===== config.mk =====
export PLATFORM = sky130hd
export DESIGN_NAME = ga23_sdr_arbiter_flat
export DESIGN_NICKNAME = d
export VERILOG_FILES = /design/src/rtl/ga23_sdr_arbiter_if.sv /design/src/rtl/ga23_sdr_arbiter.sv /design/src/flat_wrapper.sv
export SDC_FILE = /design/constraint.sdc
export NUM_CORES = 1
export LEC_CHECK = 0
export ABC_AREA = 1
export BUFFER_PORTS_ARGS = -buffer_cell sky130_fd_sc_hd__buf_2
export CORE_ASPECT_RATIO = 1.1
export CORE_UTILIZATION = 50
export DETAILED_ROUTE_END_ITERATION = 6
export HOLD_SLACK_MARGIN = 0.1
export PLACE_DENSITY = 0.84
export SYNTH_ARGS = -nofsm -noshare
export SYNTH_HDL_FRONTEND = slang
export SYNTH_SLANG_ARGS = --single-unit

===== constraint.sdc =====
create_clock -name clk -period 2.5 [get_ports clk]
set_input_delay 0.125 -clock clk [delete_from_list [all_inputs] [get_ports clk]]
set_output_delay 0.125 -clock clk [all_outputs]
set_load 0.01 [all_outputs]

===== src/rtl/ga23_sdr_arbiter_if.sv =====
// SDRAM video read channel between the GA23 tile-fetch arbiter and the
// SDRAM controller: a level request with a held address, answered by a
// one-cycle completion strobe that carries the read word.
interface ga23_sdr_arbiter_if #(
  parameter int AW = 21,
  parameter int DW = 32
);
  logic          sdr_req;
  logic [AW-1:0] sdr_addr;
  logic          sdr_rdy;
  logic [DW-1:0] sdr_data;

  // Arbiter side: issues the request, receives the completion.
  modport master (
    output sdr_req,
    output sdr_addr,
    input  sdr_rdy,
    input  sdr_data
  );

  // Controller side: accepts the request, returns the completion.
  modport slave (
    input  sdr_req,
    input  sdr_addr,
    output sdr_rdy,
    output sdr_data
  );
endinterface


===== src/rtl/ga23_sdr_arbiter.sv =====
// GA23 tile-ROM SDRAM arbiter. Each tile layer fires a one-cycle fetch
// strobe with a word address; the request is latched, the pending requests
// are issued one at a time in round-robin order, and each returned row
// lands in that layer's own held data register with a one-cycle ready
// strobe. Only one SDRAM access is ever outstanding.
module ga23_sdr_arbiter #(
  parameter int N_REQ = 3,
  parameter int AW    = 21,
  parameter int DW    = 32
) (
  input  logic               clk,
  input  logic               reset,
  input  logic [N_REQ-1:0]    req,
  input  logic [N_REQ*AW-1:0] req_addr,
  output logic [N_REQ-1:0]    rdy,
  output logic [N_REQ*DW-1:0] data,
  output logic [N_REQ-1:0]    overrun,
  ga23_sdr_arbiter_if.master sdr
);

  localparam int IW = (N_REQ > 1) ? $clog2(N_REQ) : 1;

  typedef enum logic {
    IDLE = 1'b0,
    WAIT = 1'b1
  } state_t;

  state_t        state_q;
  state_t        state_d;

  logic [N_REQ-1:0] pend;
  logic [AW-1:0]    paddr [N_REQ];
  logic [IW-1:0]    last;
  logic [IW-1:0]    cur;

  logic             grant_vld;
  logic [IW-1:0]    grant_idx;
  logic [IW-1:0]    cand;
  logic             done;

  // State register.
  // NOTE: clocked state uses non-blocking assignments so every flop samples
  // the pre-edge values; blocking here would create order-dependent races.
  always_ff @(posedge clk) begin
    if (reset) state_q <= IDLE;
    else       state_q <= state_d;
  end

  // Next state: IDLE leaves on a grant, WAIT leaves on the completion strobe.
  always_comb begin
    state_d = state_q;
    case (state_q)
      IDLE:    if (grant_vld)   state_d = WAIT;
      WAIT:    if (sdr.sdr_rdy) state_d = IDLE;
      default:                  state_d = IDLE;
    endcase
  end

  // Decode: round-robin pick starting one past the last grant, and completion.
  // NOTE: every signal written here gets a default first, so no path through
  // the block leaves a value unassigned and no latch is inferred.
  always_comb begin
    grant_vld = 1'b0;
    grant_idx = '0;
    cand      = '0;
    if (state_q == IDLE) begin
      for (int k = 1; k <= N_REQ; k++) begin
        cand = IW'((int'(last) + k) % N_REQ);
        if (!grant_vld && pend[cand]) begin
          grant_vld = 1'b1;
          grant_idx = cand;
        end
      end
    end
    done = (state_q == WAIT) && sdr.sdr_rdy;
  end

  // Address capture: newest request from a layer always replaces its slot.
  // NOTE: the address slots carry no reset; a slot is only ever read while
  // its pend bit is set, and pend itself is reset.
  always_ff @(posedge clk) begin
    for (int i = 0; i < N_REQ; i++) begin
      if (req[i]) paddr[i] <= req_addr[i*AW +: AW];
    end
  end

  // Pending/overrun bookkeeping, grant issue, and completion return.
  always_ff @(posedge clk) begin
    if (reset) begin
      pend         <= '0;
      overrun      <= '0;
      last         <= IW'(N_REQ - 1);
      cur          <= '0;
      sdr.sdr_req  <= 1'b0;
      sdr.sdr_addr <= '0;
      rdy          <= '0;
      data         <= '0;
    end else begin
      rdy <= '0;

      // A new strobe wins over the grant clearing the bit; it only counts as
      // an overrun when the older request is being dropped unissued.
      for (int i = 0; i < N_REQ; i++) begin
        if (req[i]) begin
          pend[i] <= 1'b1;
          if (pend[i] && !(grant_vld && grant_idx == IW'(i))) overrun[i] <= 1'b1;
        end else if (grant_vld && grant_idx == IW'(i)) begin
          pend[i] <= 1'b0;
        end
      end

      if (grant_vld) begin
        cur          <= grant_idx;
        last         <= grant_idx;
        sdr.sdr_addr <= paddr[grant_idx];
        sdr.sdr_req  <= 1'b1;
      end

      if (done) begin
        sdr.sdr_req <= 1'b0;
        for (int i = 0; i < N_REQ; i++) begin
          if (cur == IW'(i)) begin
            rdy[i]            <= 1'b1;
            data[i*DW +: DW]  <= sdr.sdr_data;
          end
        end
      end
    end
  end

endmodule


===== src/flat_wrapper.sv =====
// flat-port wrapper written by rule: the top's interface ports become plain ports
module ga23_sdr_arbiter_flat 
#(
  parameter int N_REQ = 3,
  parameter int AW    = 21,
  parameter int DW    = 32
)
  (clk, reset, req, req_addr, rdy, data, overrun, sdr_sdr_req, sdr_sdr_addr, sdr_sdr_rdy, sdr_sdr_data);
  ga23_sdr_arbiter_if #(.AW(AW), .DW(DW)) sdr_i ();
  input  logic clk;
  input  logic reset;
  input  logic [N_REQ-1:0] req;
  input  logic [N_REQ*AW-1:0] req_addr;
  output logic [N_REQ-1:0] rdy;
  output logic [N_REQ*DW-1:0] data;
  output logic [N_REQ-1:0] overrun;
  output wire logic [$bits(sdr_i.sdr_req)-1:0] sdr_sdr_req;
  output wire logic [$bits(sdr_i.sdr_addr)-1:0] sdr_sdr_addr;
  input wire logic [$bits(sdr_i.sdr_rdy)-1:0] sdr_sdr_rdy;
  input wire logic [$bits(sdr_i.sdr_data)-1:0] sdr_sdr_data;
  assign sdr_sdr_req = sdr_i.sdr_req;
  assign sdr_sdr_addr = sdr_i.sdr_addr;
  assign sdr_i.sdr_rdy = sdr_sdr_rdy;
  assign sdr_i.sdr_data = sdr_sdr_data;
  ga23_sdr_arbiter #(.N_REQ(N_REQ), .AW(AW), .DW(DW)) u_core (.clk(clk), .reset(reset), .req(req), .req_addr(req_addr), .rdy(rdy), .data(data), .overrun(overrun), .sdr(sdr_i));
endmodule

==> results of run 1 <==
power breakdown:
part	switching (W)	internal, W	total, W
combinational	0.00237	0.00130	0.00367
clock	0.00118	0.00152	0.00270
sequential	0.000261	0.00377	0.00403
total	0.00381	0.00659	0.0104
cell type report:
type | count | area (sq um) | area share (%)
clock buffer | 21 | 493.0 | 4.917
clock inverter | 10 | 96.34 | 0.9609
inverter | 52 | 195.2 | 1.947
multi-input combinational | 484 | 2281 | 22.75
sequential | 194 | 4516 | 45.04
tap | 188 | 235.2 | 2.346
timing repair buffer | 332 | 2210 | 22.04
placed cells by master (no fill, tap or decap), types with 6 or more instances in the layout:
cell and instances:
a21oi_1 16, o21ai_1 13, dlygate4sd3_1 96, buf_2 224, nor2_1 220, nand3_1 24, inv_1 45, o21ai_0 105
clkbuf_16 19, edfxtp_1 63, buf_4 9, nand2_1 48, nor2_2 8, nand4_1 24, inv_2 6, dfxtp_1 130
flip-flops by register name, indices dropped and copies added (netlist names):
register             flops
u_core.state_q           1
u_core.cur               2
u_core.sdr.sdr_addr     21
u_core.last              1
u_core.rdy               3
u_core.data             96
u_core.sdr.sdr_req       1
u_core.paddr            63
u_core.pend              3
u_core.overrun           3
cells by family after synthesis:
group,Yosys count,share of synthesized area [%]
and+or+nand+nor,340,20.88
DFF,194,62.88
AOI/OAI and AO/OA,141,10.04
buffers and inverters,95,5.856
adders and majority gates,2,0.3485
tightest hold or removal path, stage by stage:
cell and delay, ns:
buf_2 0.12, buf_4 0.27, a21oi_2 0.04
metal layers:
metal | track usage [%] | vias to the layer above
met5 | 0 | -
met4 | 18.70 | 0
met3 | 6.903 | 93
met2 | 49.36 | 340
met1 | 31.27 | 3075
li1 | - | 3168
Yosys cell counts, types with 2 or more instances:
| master | n |
|---|---|
| nand3_1 | 24 |
| dfxtp_1 | 131 |
| nand3_2 | 5 |
| nand3_4 | 2 |
| nand2_2 | 3 |
| clkbuf_1 | 27 |
| inv_2 | 5 |
| nor2_1 | 220 |
| a21oi_1 | 16 |
| nand2_1 | 48 |
| edfxtp_1 | 63 |
| buf_1 | 5 |
| inv_1 | 46 |
| ha_1 | 2 |
| o21ai_1 | 13 |
| buf_2 | 5 |
| buf_6 | 4 |
| o21ai_0 | 105 |
| nor3_1 | 2 |
| nand4_1 | 24 |
| nor2_2 | 9 |
| a31oi_1 | 4 |
per-stage QoR:
stage | worst slack (ns) | instances | setup TNS (ns)
after floorplan | 0.4882 | 772 | 0
after detailed placement | 0.09388 | 1152 | 0
after global placement | 0.2044 | 1152 | 0
after CTS | 0.05832 | 1279 | 0
after global routing | -0.003431 | 1281 | -0.005507
final | 0.1303 | 1281 | 0
what timing repair did:
action	4_1_cts	5_1_grt
endpoints found under the setup margin	0	10
resized for setup	0	4
hold buffers	96	0
buffers inserted	0	1
hold endpoints to repair	161	0
worst min-delay path by stage:
stage	startpoint	endpoint	slack, ns	depth (start not counted)
after floorplan	req_addr[0]	u_core.paddr[0][0]	0.22	0
after global placement	req_addr[16]	u_core.paddr[0][16]	0.30	1
after detailed placement	req_addr[12]	u_core.paddr[0][12]	0.30	1
after CTS	reset	u_core.sdr.sdr_addr[10]	0.18	3
after global routing	reset	u_core.rdy[1]	0.21	3
final	reset	u_core.sdr.sdr_addr[10]	0.18	3
==> flow_summary.toml, run 1 <==
[run_status]
status = "completed"

[floorplan]
die_y_microns = 127.7
fp.dieArea_sq_mm = 0.01484
core-area_sq_mm = 0.01391
initial_core_util_pct = 51.62
die_w_microns = 116.3
pin_count = 225
rows = 45

[worst_hold_path]
hp-class = "primary input to flop"

[global_route]
grt_pass1_vias = 6645
grt_first_pass_wirelength_microns = 32460
grt_overflow = 0
grt_max_degree = 53
grt_usage_pct = 28.71
antenna_found_initial = 0

[detailed_routing]
first_pass_iters = 5
wl_met1_microns = 7936
via_count = 6676
wl_met2_microns = 10570
drc = 0
highest_layer = "met4"
routed_wl_microns = 21090
wl_met3_microns = 1390
ant_nets = 0
viasPerCell = 5.212
drtIter0Drc = 611
wl_per_cell_microns = 16.47

[synth]
synthFlopType = "dfxtp_1"
synth_top_cell_area_share_pct = 36.53
syn-cell-area_sq_mm = 0.007179
ys_seq_elements = 194
syn_nets = 875
ys_types = 31
synth_edf_count = 63
yosys.area.top_type = "dfxtp_1"
yosysSeqAreaShare_pct = 62.88
synth_area_leaders = "dfxtp_1, edfxtp_1, nor2_1"
ys_async_sr_fraction_pct = 0
ys_warn_count = 0
syn_inst = 772
synth_area_per_cell_sq_um = 9.300

[worst_setup_path]
reg2reg_depth = 14
arrival_ns = 2.68
worstSetupPathType = "flop to flop"
r2r-start = "u_core.cur[0]"
crit_fanout = 37
startpoint_type = "flop"
critPathTopFamily = "simple AND/OR/NAND/NOR gates"
ff2ff_setup_slack_ns = 0.13
endpoint = "u_core.sdr.sdr_addr[2]"
path_depth = 14
slowest_delay_ns = 0.39
cp_data_required_time_ns = 2.81
worst_path_most_repeated_cell = "nand3_2"
path_cells = "inv_1 -> ha_2 -> inv_2 -> nand2_1 -> nand3_2 -> nand2_2 -> nand3_2 -> nand3_4 -> nand3_2 -> buf_12 -> nand3_1 -> o21ai_1 -> nor2_1 -> nor2_1"
worst-path-buf-inv = 3
cpMaxStageDelayCell = "ha_2"
cp-end-kind = "flop"
reg2reg_to = "u_core.sdr.sdr_addr[2]"
critPathLaunch = "u_core.cur[0]"

[place]
routabilityCongestion = 0.9063
numPortBuffers = 224
dpl-instance-area_sq_mm = 0.008428
dp_hpwl_microns = 11920

[clock_network]
clk_latency_ns = 0.42
root_buffer = "clkbuf_16"
h-tree-depth = 4
clockBufferDepth = 2
cts_tree = "built"
cts_buffers = 17
path_clk_slew_ns = 0.07
cts_sinks = 194

[timing]
min_period_ns = 2.370
hold_violations = 0
clock.fmax_mhz = 422.0
finalMaxSlewViolations = 0
worst_hold_slack_ns = 0.1781
finClkSkew_ns = 0.008732
maxSlewHeadroom_pct = 18.69
min_period_over_period_pct = 94.79
tightest_slew_ns = 1.218
setup_viol = 0

[run]
cap_viol_max_count = 0

[power]
power.density_mw_per_mm2 = 1038
cellLeakagePower_nw = 4.694
power.total_w = 0.01040
peakVddDrop_mv = 0.6688

[layout]
layout-drive-gt1-share_pct = 27.54
finish.utilization_pct = 72.09
area_growth_pct = 39.65
diodes = 0
finalInstanceArea_sq_mm = 0.01003
fin_nets = 1184
fill_cells = 973
Note: power is estimated with default switching activity, not from simulation.
==> inputs of run 2 (changes only) <==
--- a/config.mk
+++ b/config.mk
@@ -7,11 +7,13 @@
 export LEC_CHECK = 0
 export ABC_AREA = 1
 export BUFFER_PORTS_ARGS = -buffer_cell sky130_fd_sc_hd__buf_2
+export CELL_PAD_IN_SITES_DETAIL_PLACEMENT = 0
+export CELL_PAD_IN_SITES_GLOBAL_PLACEMENT = 1
 export CORE_ASPECT_RATIO = 1.1
-export CORE_UTILIZATION = 50
+export CORE_UTILIZATION = 38
 export DETAILED_ROUTE_END_ITERATION = 6
 export HOLD_SLACK_MARGIN = 0.1
-export PLACE_DENSITY = 0.84
+export PLACE_DENSITY = 0.86
 export SYNTH_ARGS = -nofsm -noshare
 export SYNTH_HDL_FRONTEND = slang
 export SYNTH_SLANG_ARGS = --single-unit
==> constraint.sdc (replaced) <==
create_clock -name clk -period 2.5 [get_ports clk]
set_input_delay 0.125 -clock clk [delete_from_list [all_inputs] [get_ports clk]]
set_output_delay 0.125 -clock clk [all_outputs]
set_load 0.05 [all_outputs]
==> run 2 against run 1 <==
Net effect: worst hold slack gained 0.012 ns; design area grew 0.76%; highest routed layer unchanged; critical path depth rose by 1; non-clock buffer count up 5; sequential power hardly changed; register-to-register slack improved by 0.06 ns.
==> flow_summary.toml, run 2 (same netlist as run 1, synthesis figures left out) <==
[run_status]
status = "completed"

[timing]
finClkSkew_ns = 0.03496
fin_setup_tns_ns = 0
maxSlewHeadroom_pct = 50.59
setup_slack_ns = 0.1870
setup_viol = 0
hold_violations = 0
min_period_over_period_pct = 92.52
worst_hold_slack_ns = 0.1899
finalMaxSlewViolations = 0
tightest_slew_ns = 0.7403
clock.fmax_mhz = 432.3
min_period_ns = 2.313
rsz0062_at_grt = "true"

[global_route]
grt_overflow = 0
grt_pass1_vias = 6291
grt_max_degree = 58
antenna_found_initial = 0
grt_usage_pct = 21.39
grt_first_pass_wirelength_microns = 32620

[run]
cap_viol_max_count = 0

[layout]
finish.utilization_pct = 54.67
layout-drive-gt1-share_pct = 27.84
diodes = 0
largest_reg_flops = 96
top_regs = "u_core.data (96), u_core.paddr (63), u_core.sdr.sdr_addr (21)"
final_common_cell = "buf_2"
final_cell_mix = "buf_2, nor2_1, dfxtp_1"
fin_nets = 1189
multi_input_area_sq_mm = 0.002285
area_growth_pct = 40.71
regMostFlops = "u_core.data"
fill_cells = 1619
register_area_sq_mm = 0.004514

[worst_setup_path]
cp_data_required_time_ns = 2.82
slowest_delay_ns = 0.40
path_cells = "inv_1 -> ha_2 -> inv_2 -> nand2_1 -> nand3_2 -> nand2_2 -> nand3_2 -> nor2_2 -> nor2_4 -> nand2_8 -> inv_2 -> nand2_1 -> nand2_1 -> nor2_1 -> nor2_1"
critPathTopFamily = "simple AND/OR/NAND/NOR gates"
worstSetupPathType = "flop to flop"
startpoint_type = "flop"
cp-end-kind = "flop"
critPathLaunch = "u_core.cur[0]"
cpMaxStageDelayCell = "ha_2"
worst-path-buf-inv = 3
worst_path_most_repeated_cell = "nand2_1"
r2r-start = "u_core.cur[0]"
crit_fanout = 16
arrival_ns = 2.63
reg2reg_depth = 15
ff2ff_setup_slack_ns = 0.19
reg2reg_to = "u_core.sdr.sdr_addr[2]"

[clock_network]
cts_sinks = 194
clockBufferDepth = 2
root_buffer = "clkbuf_16"
path_clk_slew_ns = 0.07
clk_latency_ns = 0.44
cts_tree = "built"
h-tree-depth = 4
cts_buffers = 17

[place]
dp_slack_ns = 0.09732
routabilityCongestion = 0.8900
dp_hpwl_microns = 12770
numPortBuffers = 224

[worst_hold_path]
min_to = "u_core.rdy[2]"
hp-start = "reset"
hold_depth = 3
hp-class = "primary input to flop"

[floorplan]
core-area_sq_mm = 0.01848
pin_count = 225
rows = 52
die_w_microns = 133.1
fp.dieArea_sq_mm = 0.01945
initial_core_util_pct = 38.85
die_y_microns = 146.2

[power]
cellLeakagePower_nw = 4.698
peakVddDrop_mv = 0.5902
power.density_mw_per_mm2 = 1133

[detailed_routing]
via_count = 6402
drtIter0Drc = 305
first_pass_iters = 6
viasPerCell = 4.770
drc = 0
ant_nets = 0
routed_wl_microns = 20630
wl_per_cell_microns = 15.37
-- run 2: changes by cell type in the layout (fill, tap and decap cells not counted), moves of 2 or more --
cell / before / now
buf_4: 9 / 14
clkinv_2: 3 / 1
clkinv_4: 3 / 1
inv_4: 0 / 2
inv_6: 2 / 5
inv_8: 0 / 3
-- run 2: worst max path at each step --
stage | slack (ns) | endpoint | cells past startpoint
floorplan | 0.49 | u_core.pend[0] | 14
global placement | 0.19 | u_core.sdr.sdr_addr[7] | 15
detailed placement | 0.1 | u_core.sdr.sdr_addr[2] | 15
CTS | 0.08 | u_core.sdr.sdr_addr[2] | 15
global route | -0.009 | u_core.sdr.sdr_addr[13] | 15
finish | 0.19 | u_core.sdr.sdr_addr[2] | 15
-- run 2: area by class of cell --
type	count	area share, %
tap	243	3.010
clock buffer	19	4.496
timing repair buffer	337	22.16
multi-input combinational	484	22.62
sequential	194	44.69
clock inverter	13	1.102
inverter	52	1.932
-- run 2: worst min-delay path, cell delays in order --
cell and delay, ns:
buf_2 0.12, buf_4 0.22, nor2_1 0.11
-- run 2: power by group --
part	internal, W	leakage, nW	switching [W]
logic	0.00133	2.73	0.00345
registers	0.00377	1.68	0.000250
clock network	0.00137	0.281	0.00128
-- run 2: metal layers --
layer  global-route usage [%]  routed length [microns]  vias to the layer above
met5                        0                        0                        -
met4                    8.161                      359                        0
met3                    5.556                     1356                       24
met2                    35.55                     9948                      235
met1                    26.52                     8969                     2971
li1                         -                        -                     3172
-- run 2: per-stage QoR --
stage	power, W	instances	area (sq um)
after floorplan	0.007555	772	7179
after global placement	0.008501	1211	8527
after detailed placement	0.008564	1211	8527
after CTS	0.01136	1339	10050
after global routing	0.01209	1342	10100
final	0.01145	1342	10100
-- run 2: timing repair --
item	in CTS	in global routing
hold buffers	96	0
setup endpoints to repair	0	12
resized for setup	0	4
hold endpoints to repair	161	0
buffers inserted	0	2
